## src/rtl/serial_adder.sv

```systemverilog
// Bit-serial adder/subtractor: one full-adder cell with a registered carry, LSB first.
// Latency: start sampled at edge k -> sum/carry/done valid after edge k+WIDTH.
// Backpressure: none; start is ignored while busy, with a new start accepted in the done cycle.
module serial_adder #(
    parameter int WIDTH = 8
) (
    input  logic             clk,
    input  logic             rst,
    input  logic             start,
    input  logic             sub,
    input  logic             cin,
    input  logic [WIDTH-1:0] a,
    input  logic [WIDTH-1:0] b,
    output logic             busy,
    output logic             done,
    output logic [WIDTH-1:0] sum,
    output logic             carry
);
    localparam int CW = $clog2(WIDTH + 1);
    localparam logic [CW-1:0] LAST = CW'(WIDTH - 1);

    typedef enum logic {IDLE, RUN} state_t;

    state_t           state;
    logic [WIDTH-1:0] ra;
    logic [WIDTH-1:0] rb;
    logic [WIDTH-1:0] rs;
    logic             c;
    logic [CW-1:0]    cnt;

    logic             s;
    logic             c_nxt;
    logic [WIDTH-1:0] rs_nxt;

    assign s     = ra[0] ^ rb[0] ^ c;
    assign c_nxt = (ra[0] & rb[0]) | (c & (ra[0] ^ rb[0]));

    generate
        if (WIDTH == 1) begin : g_w1
            assign rs_nxt = s;
        end else begin : g_wn
            assign rs_nxt = {s, rs[WIDTH-1:1]};
        end
    endgenerate

    always_ff @(posedge clk) begin
        if (rst) begin
            state <= IDLE;
            ra    <= '0;
            rb    <= '0;
            rs    <= '0;
            c     <= 1'b0;
            cnt   <= '0;
            busy  <= 1'b0;
            done  <= 1'b0;
            sum   <= '0;
            carry <= 1'b0;
        end else begin
            done <= 1'b0;
            case (state)
                IDLE: begin
                    if (start) begin
                        // Subtract is a + ~b + 1: invert b and preload the carry.
                        ra    <= a;
                        rb    <= sub ? ~b : b;
                        c     <= sub ? 1'b1 : cin;
                        cnt   <= '0;
                        busy  <= 1'b1;
                        state <= RUN;
                    end
                end
                RUN: begin
                    c   <= c_nxt;
                    ra  <= ra >> 1;
                    rb  <= rb >> 1;
                    rs  <= rs_nxt;
                    cnt <= cnt + 1'b1;
                    if (cnt == LAST) begin
                        sum   <= rs_nxt;
                        carry <= c_nxt;
                        done  <= 1'b1;
                        busy  <= 1'b0;
                        state <= IDLE;
                    end
                end
                default: state <= IDLE;
            endcase
        end
    end
endmodule
```

## config.mk

```make
export PLATFORM = sky130hd
export DESIGN_NAME = serial_adder
export DESIGN_NICKNAME = d
export VERILOG_FILES = /design/src/rtl/serial_adder.sv
export SDC_FILE = /design/constraint.sdc
export NUM_CORES = 1
export LEC_CHECK = 0
export ABC_CLOCK_PERIOD_IN_PS = 1000
export CAP_MARGIN = 10
export CORE_ASPECT_RATIO = 1.2
export CORE_MARGIN = 10
export CORE_UTILIZATION = 45
export CTS_CLUSTER_SIZE = 40
export DETAILED_ROUTE_END_ITERATION = 8
export PLACE_DENSITY = 0.72
export SYNTH_ARGS = -nofsm -noshare
export SYNTH_HDL_FRONTEND = slang
export SYNTH_SLANG_ARGS = --single-unit
```

## constraint.sdc

```tcl
create_clock -name clk -period 1 [get_ports clk]
set_input_delay 0.25 -clock clk [delete_from_list [all_inputs] [get_ports clk]]
set_output_delay 0.25 -clock clk [all_outputs]
set_load 0.02 [all_outputs]
```

==> impl_metrics.sql, run 1 <==
INSERT INTO impl_metrics (metric_group, metric, value, unit) VALUES
('run_status', 'outcome', 'finished with violations', ''),
('run_status', 'failing_checks', 'negative setup slack', ''),
('floorplan', 'area_of_the_core', '3660', 'um^2'),
('global_routing', 'globalRoute.busiestLayer', 'met2', ''),
('yosys', 'synthDistinctLibCells', '27', ''),
('finish', 'fin_cells', '303', ''),
('placement', 'gpl.final_weighted_congestion', '0.730', ''),
('setup_path', 'crit_path_start_kind', 'register', ''),
('floorplan', 'die_height', '87.6', 'um'),
('power', 'fin_total_pwr', '3310', 'uW'),
('power', 'p_comb_frac', '0.178', ''),
('yosys', 'syn-num-nets', '217', ''),
('finish', 'final.fill_count', '283', ''),
('placement', 'place.detailed.instances', '284', ''),
('global_routing', 'global_route.overflow_total', '0', ''),
('finish', 'seq_area', '825', 'um^2'),
('sta', 'setup_ws', '-0.160', 'ns'),
('yosys', 'ys_dominant_reg_cell', 'dfxtp_1', ''),
('clock_tree', 'clkLatencyLatePin', '0.29', 'ns'),
('yosys', 'syn_area', '1710', 'um^2'),
('sta', 'tightest_slew', '0.256', 'ns'),
('detailed_routing', 'drt_drc_violations_left', '0', ''),
('setup_path', 'worst_ep_arrival_time', '1.39', 'ns'),
('detailed_routing', 'drtAntennaViolNets', '0', ''),
('clock_tree', 'ctsLongestPathBuffers', '2', ''),
('floorplan', 'num_rows', '24', ''),
('power', 'cell_internal_pwr', '2470', 'uW'),
('global_routing', 'gr-usage-met1', '0.130', ''),
('global_routing', 'gr-usage-met2', '0.209', ''),
('yosys', 'synth_cells', '194', ''),
('yosys', 'synth_largest_type_area_fraction', '0.468', ''),
('global_routing', 'grt_pass1_vias', '1486', ''),
('clock_tree', 'cts_sinks', '40', ''),
('power', 'ir_drop', '0.654', 'mV'),
('setup_path', 'cp_max_fo', '2', ''),
('yosys', 'avgSynthCellArea', '8.82', 'um^2'),
('sta', 'timing.final.crit_period', '1.16', 'ns'),
('min_path', 'worstHoldEndpoint', 'rb[2]', ''),
('sta', 'holdWs', '0.409', 'ns'),
('clock_tree', 'cts_tree', 'built', ''),
('detailed_routing', 'route.detailed.vias_per_inst', '5.06', ''),
('yosys', 'postSynthRegisterBits', '40', ''),
('min_path', 'worst_hold_startpoint', 'b[2]', ''),
('clock_tree', 'htree_levels', '2', ''),
('detailed_routing', 'drtPass1Iterations', '4', ''),
('global_routing', 'total_routing_usage_reported_by_global_routing', '0.119', ''),
('sta', 'skew', '0.00577', 'ns'),
('global_routing', 'grt_first_pass_wirelength', '6610', 'um'),
('sta', 'setup_viol', '24', ''),
('floorplan', 'dieArea', '6680', 'um^2'),
('sta', 'maxClockFrequency', '862', 'MHz'),
('detailed_routing', 'totalWireLength', '4320', 'um'),
('setup_path', 'timing_worst_setup_path_type', 'register to register', ''),
('sta', 'final-hold-violation-count', '0', ''),
('finish', 'nets', '274', ''),
('power', 'power.density_cell_area', '1260', 'nW/um^2'),
('clock_tree', 'tritoncts.num_buffers', '5', ''),
('floorplan', 'pin_count', '32', ''),
('clock_tree', 'clk_pin_slew_worst_paths', '0.08', 'ns'),
('global_routing', 'grt_use_met3', '0.0318', ''),
('detailed_routing', 'number_of_drc_markers_in_iteration_0', '87', ''),
('finish', 'antenna_cells', '0', ''),
('yosys', 'post_synth_most_frequent_cells', 'nand2_1 (41), dfxtp_1 (40), a21oi_1 (28)', ''),
('power', 'power_frac_clock', '0.306', ''),
('power', 'power.static_leakage', '0.00103', 'uW'),
('floorplan', 'fp.dieW', '76.3', 'um'),
('finish', 'drive_above_1_share', '0.462', ''),
('clock_tree', 'cts_root_buffer', 'clkbuf_8', ''),
('detailed_routing', 'routedWlPerCell', '14.3', 'um'),
('global_routing', 'largest_net_degree_at_the_start_of_global_routing', '26', ''),
('yosys', 'synth.yosys.seq_area_share', '0.468', '');
[how the worst max path moves through the flow]
stage              to  startpoint  cells after the start  slack (ns)
3_5_place_dp        c       start                      5       -0.60
6_report       sum[7]       ra[0]                      3       -0.16
4_1_cts        sum[7]           c                      3       -0.14
3_3_place_gp    rb[3]       start                      5       -0.49
5_1_grt        sum[6]      cnt[0]                      5       -0.21
2_1_floorplan   rs[7]           c                      3       -0.07
[flip-flops by register name, indices dropped and copies added, names as in the netlist]
signal / count
state: 1
sum: 8
ra: 8
done: 1
rs: 7
c: 1
busy: 1
cnt: 4
rb: 8
carry: 1
[critical path: stages, from the launching register on]
cell     delay [ns]
dfxtp_2        0.34
fa_2           0.59
nand2_2        0.06
a21oi_2        0.11
[layer usage]
layer,up-vias,wire (um)
li1,767,-
met1,737,1830
met2,21,2310
met3,7,120
met4,0,63
met5,-,0
[layout by cell type, fill, tap and decap left out, drive strengths merged]
| master | Yosys | routed |
|---|---|---|
| mux2i | 8 | 8 |
| buf | 12 | 42 |
| a21oi | 30 | 30 |
| clkdlybuf4s15 | 0 | 1 |
| dlymetal6s2s | 0 | 1 |
| nor3 | 3 | 3 |
| clkinvlp | 0 | 1 |
| inv | 3 | 3 |
| dfxtp | 40 | 40 |
| or2 | 1 | 1 |
| a211oi | 2 | 2 |
| nand2 | 41 | 41 |
| fa | 1 | 1 |
| clkbuf | 2 | 7 |
| ha | 1 | 1 |
| clkinv | 1 | 2 |
| and4b | 1 | 1 |
| o311ai | 1 | 1 |
| nand4b | 1 | 1 |
| a211o | 7 | 7 |
| mux2 | 7 | 7 |
| nand3 | 1 | 1 |
| a2111oi | 1 | 1 |
| nor2 | 19 | 19 |
| nor3b | 2 | 2 |
| o21a | 1 | 1 |
| dlygate4sd2 | 0 | 1 |
| clkdlybuf4s50 | 0 | 17 |
| xnor2 | 8 | 8 |
[per-stage QoR]
stage	util	TNS, ns	area (um^2)	worst slack (ns)
detailed placement	0.597	-16.71	2190	-0.600
floorplan	-	-0.423	1730	-0.0718
global placement	0.597	-15.76	2190	-0.487
global route	0.716	-3.47	2620	-0.206
finish	0.716	-2.02	2620	-0.160
CTS	0.658	-1.23	2410	-0.144
[timing repair]
| item | in CTS | in global routing |
|---|---|---|
| buffers inserted | 1 | 9 |
| hold buffers | 0 | 0 |
| pin swaps | 22 | 10 |
| gates resized for setup | 114 | 25 |
| gates cloned | 0 | 2 |
| endpoints found under the setup margin | 50 | 43 |
[cell type report]
cell class / count / area share
clock buffer: 5 / 0.0262
clock inverter: 2 / 0.00477
inverter: 4 / 0.00620
multi-input combinational: 136 / 0.361
sequential: 40 / 0.314
tap: 52 / 0.0248
timing repair buffer: 64 / 0.263
[power groups by stage]
| stage | combinational, uW | clock [uW] | sequential, uW |
|---|---|---|---|
| 6_report | 589 | 1010 | 1710 |
| 5_1_grt | 639 | 1120 | 1720 |
| 4_1_cts | 481 | 1040 | 1710 |
| 3_5_place_dp | 457 | 0 | 1740 |
| 3_3_place_gp | 449 | 0 | 1740 |
| 2_1_floorplan | 286 | 0 | 1730 |
[kinds of logic after synthesis]
family / count (synthesis) / share of synthesized area
adder cells (fa/ha/maj): 2 / 0.0190
multiplexers: 15 / 0.0928
AO/OA/AOI/OAI: 42 / 0.155
buffers and inverters: 18 / 0.0577
AND/OR/NAND/NOR: 69 / 0.167
flip-flops: 40 / 0.468
XOR/XNOR: 8 / 0.0409
(Power assumes the default switching activity.)
==> run 2: changes to the inputs <==
Settings changed: CAP_MARGIN 10 to 20.
==> results of run 2 <==
No change in the layout: final DEF, timing and power equal those of run 1.
==> run 3: changes to the inputs <==
--- a/config.mk
+++ b/config.mk
@@ -6,4 +6,5 @@
 export NUM_CORES = 1
 export LEC_CHECK = 0
+export ABC_AREA = 1
 export ABC_CLOCK_PERIOD_IN_PS = 1000
 export CAP_MARGIN = 20
@@ -14,4 +15,5 @@
 export DETAILED_ROUTE_END_ITERATION = 8
 export PLACE_DENSITY = 0.72
+export SKIP_LAST_GASP = 1
 export SYNTH_ARGS = -nofsm -noshare
 export SYNTH_HDL_FRONTEND = slang
==> constraint.sdc (replaced) <==
create_clock -name clk -period 1 [get_ports clk]
set_input_delay 0.25 -clock clk [delete_from_list [all_inputs] [get_ports clk]]
set_output_delay 0.25 -clock clk [all_outputs]
set_load 0.05 [all_outputs]
==> run 3 against run 2 <==
Against the previous run:
- the run still ends with negative setup slack left
- clock-buffer cell count increased by 2
- die area grew 2.5%
- cell count increased by 18%
- flip-flop and latch count unchanged
- fmax grew 4.5%
- largest cell class unchanged
==> impl_metrics.sql, run 3 <==
INSERT INTO impl_metrics (metric_group, metric, value, unit) VALUES
('run_status', 'outcome', 'finished with violations', ''),
('run_status', 'failing_checks', 'negative setup slack', ''),
('global_routing', 'grt_first_pass_wirelength', '6700', 'um'),
('sta', 'holdWs', '0.444', 'ns'),
('global_routing', 'grt_pass1_vias', '1595', ''),
('finish', 'final.fill_count', '282', ''),
('setup_path', 'worst_ep_arrival_time', '1.29', 'ns'),
('clock_tree', 'htree_levels', '2', ''),
('global_routing', 'global_route.overflow_total', '0', ''),
('sta', 'finalSetupTns', '-1.60', 'ns'),
('finish', 'drive_above_1_share', '0.374', ''),
('power', 'power_frac_clock', '0.384', ''),
('sta', 'maxClockFrequency', '901', 'MHz'),
('setup_path', 'cp_max_fo', '2', ''),
('detailed_routing', 'number_of_drc_markers_in_iteration_0', '107', ''),
('yosys', 'syn_area', '1770', 'um^2'),
('finish', 'leading_cell_type_in_the_layout_fill_and_taps_excluded', 'nand2_1', ''),
('clock_tree', 'cts_tree', 'built', ''),
('sta', 'tightest_slew', '0.271', 'ns'),
('yosys', 'library_cell_with_the_largest_summed_area_after_synthesis', 'dfxtp_1', ''),
('setup_path', 'critical_path_required', '1.18', 'ns'),
('placement', 'placed_cell_area', '2360', 'um^2'),
('yosys', 'synth_warnings', '0', ''),
('clock_tree', 'clkLatencyLatePin', '0.29', 'ns'),
('setup_path', 'timing_worst_setup_path_type', 'register to register', ''),
('sta', 'final_max_slew_viol_count', '0', ''),
('detailed_routing', 'totalWireLength', '4310', 'um'),
('yosys', 'most_common_cell_in_the_netlist', 'nand2_1', ''),
('detailed_routing', 'drtPass1Iterations', '4', ''),
('sta', 'timing.final.crit_period', '1.11', 'ns'),
('sta', 'min_period_over_period', '1.11', ''),
('sta', 'grt_setup_unrepaired', 'yes', ''),
('global_routing', 'largest_net_degree_at_the_start_of_global_routing', '27', ''),
('setup_path', 'critPathCaptureType', 'register', ''),
('placement', 'dp_worst_setup_slack', '-0.429', 'ns'),
('floorplan', 'die_height', '88.7', 'um'),
('placement', 'dp.final_hpwl', '2840', 'um'),
('clock_tree', 'ctsLongestPathBuffers', '2', ''),
('power', 'seq_power_share', '0.465', ''),
('global_routing', 'total_routing_usage_reported_by_global_routing', '0.116', ''),
('floorplan', 'pin_count', '32', ''),
('sta', 'final-hold-violation-count', '0', ''),
('yosys', 'synth_largest_type_area_fraction', '0.453', ''),
('floorplan', 'fp.dieW', '77.2', 'um'),
('sta', 'slew_headroom', '0.819', ''),
('finish', 'multi_input_area', '980', 'um^2'),
('clock_tree', 'cts_root_buffer', 'clkbuf_8', ''),
('finish', 'layout_common_cells', 'nand2_1 (69), inv_1 (25), dfxtp_1 (23)', ''),
('yosys', 'synth_cells', '253', ''),
('finish', 'layout_top_registers', 'ra (8), rb (8), sum (8)', ''),
('finish', 'nets', '327', ''),
('yosys', 'avgSynthCellArea', '6.99', 'um^2'),
('detailed_routing', 'route.detailed.vias_per_inst', '4.80', ''),
('setup_path', 'crit_path_start_kind', 'register', ''),
('finish', 'seq_area', '825', 'um^2'),
('finish', 'post-route-cell-area', '2780', 'um^2'),
('power', 'net_switching_share_of_the_total_power', '0.243', ''),
('floorplan', 'starting_density_of_the_core', '0.475', ''),
('min_path', 'class_of_the_most_critical_hold_timing_path', 'input pin to register', ''),
('clock_tree', 'clk_pin_slew_worst_paths', '0.08', 'ns'),
('clock_tree', 'cts_sinks', '40', ''),
('yosys', 'ys_dominant_reg_cell', 'dfxtp_1', ''),
('yosys', 'syn-num-nets', '276', ''),
('sta', 'skew', '0.00301', 'ns'),
('floorplan', 'dieArea', '6850', 'um^2'),
('yosys', 'synth_edf_count', '0', ''),
('floorplan', 'num_rows', '24', ''),
('finish', 'area_growth', '57.3', '%'),
('global_routing', 'grt_antenna_before_repair', '0', ''),
('yosys', 'post_synth_main_area_contributors', 'dfxtp_1 (45%), nand2_1 (19%), nand3_1 (7.4%), a21oi_1 (6.2%), inv_1 (5.7%)', ''),
('power', 'power.density_cell_area', '1340', 'nW/um^2'),
('yosys', 'synthDistinctLibCells', '17', ''),
('detailed_routing', 'vias', '1714', ''),
('sta', 'setup_ws', '-0.110', 'ns'),
('power', 'switching_power', '906', 'uW'),
('floorplan', 'area_of_the_core', '3720', 'um^2'),
('power', 'fin_total_pwr', '3730', 'uW'),
('power', 'cell_internal_pwr', '2830', 'uW'),
('placement', 'gpl.final_weighted_congestion', '0.762', ''),
('power', 'ir_drop', '1.07', 'mV'),
('finish', 'antenna_cells', '0', ''),
('yosys', 'synth.yosys.seq_area_share', '0.453', ''),
('sta', 'setup_viol', '31', ''),
('yosys', 'post_synth_most_frequent_cells', 'nand2_1 (88), dfxtp_1 (40), inv_1 (27)', ''),
('detailed_routing', 'routedWlPerCell', '12.1', 'um'),
('flow_run', 'timing.max_cap.violations', '0', ''),
('yosys', 'postSynthRegisterBits', '40', ''),
('power', 'p_comb_frac', '0.151', ''),
('clock_tree', 'tritoncts.num_buffers', '5', ''),
('detailed_routing', 'drt_drc_violations_left', '0', ''),
('detailed_routing', 'drtAntennaViolNets', '0', ''),
('clock_tree', 'cts-hold-fix-buffers', '0', ''),
('power', 'power.static_leakage', '0.00141', 'uW'),
('placement', 'port-buffer-count', '31', ''),
('yosys', 'async_reset_ff_frac', '0', '');
[run 3: kinds of logic (layout without fill, tap and decap cells)]
group | Yosys count | in the layout | share of synthesized area
DFF | 40 | 40 | 0.453
AOI/OAI and AO/OA | 30 | 30 | 0.0849
and+or+nand+nor | 140 | 140 | 0.336
adders and majority gates | 2 | 2 | 0.0184
buffers and inverters | 41 | 93 | 0.108
[run 3: critical path, stage by stage, from the launching register on]
cell,delay [ns]
dfxtp_2,0.34
fa_2,0.39
nand2_1,0.07
inv_1,0.05
a21oi_2,0.09
a21oi_1,0.07
[run 3: per-layer routing]
metal / vias to the layer above / track usage / part of all wire / routed length, um
li1: 887 / - / - / -
met1: 793 / 0.116 / 0.40 / 1720
met2: 29 / 0.218 / 0.54 / 2310
met3: 5 / 0.0477 / 0.053 / 229
met4: 0 / 0.0332 / 0.0095 / 41
met5: - / 0 / 0 / 0
[run 3: repair_timing]
action	CTS	global route
setup endpoints to repair	51	50
resized for setup	27	64
pin swaps	6	19
buffers inserted	2	0
gates cloned	1	2
[run 3: path summary, 6_finish.rpt]
check        endpoint  cells past startpoint  startpoint  slack, ns
min             rb[1]                      6         sub       0.44
min reg2reg    sum[0]                      2       rs[1]       0.45
max reg2reg         c                      5       rb[0]      -0.11
max                 c                      5       rb[0]      -0.11
[run 3: layout make-up]
cell class / count / area share
Clock buffer: 7 / 0.0346
Clock inverter: 1 / 0.0108
Inverter: 28 / 0.0405
Multi-Input combinational cell: 172 / 0.352
Sequential cell: 40 / 0.296
Tap cell: 52 / 0.0234
Timing Repair Buffer: 56 / 0.241
Timing Repair inverter: 1 / 0.00180
[run 3: stage by stage]
stage | util | cells
3_3_place_gp | 0.633 | 344
3_5_place_dp | 0.633 | 344
2_1_floorplan | - | 253
6_report | 0.747 | 357
4_1_cts | 0.688 | 355
5_1_grt | 0.747 | 357
[run 3: power by group through the flow]
stage	Combinational, uW	Sequential, uW	Clock, uW
global route	620	1740	1540
floorplan	252	1750	0
global placement	434	1750	0
finish	563	1730	1430
CTS	470	1720	1460
detailed placement	441	1760	0
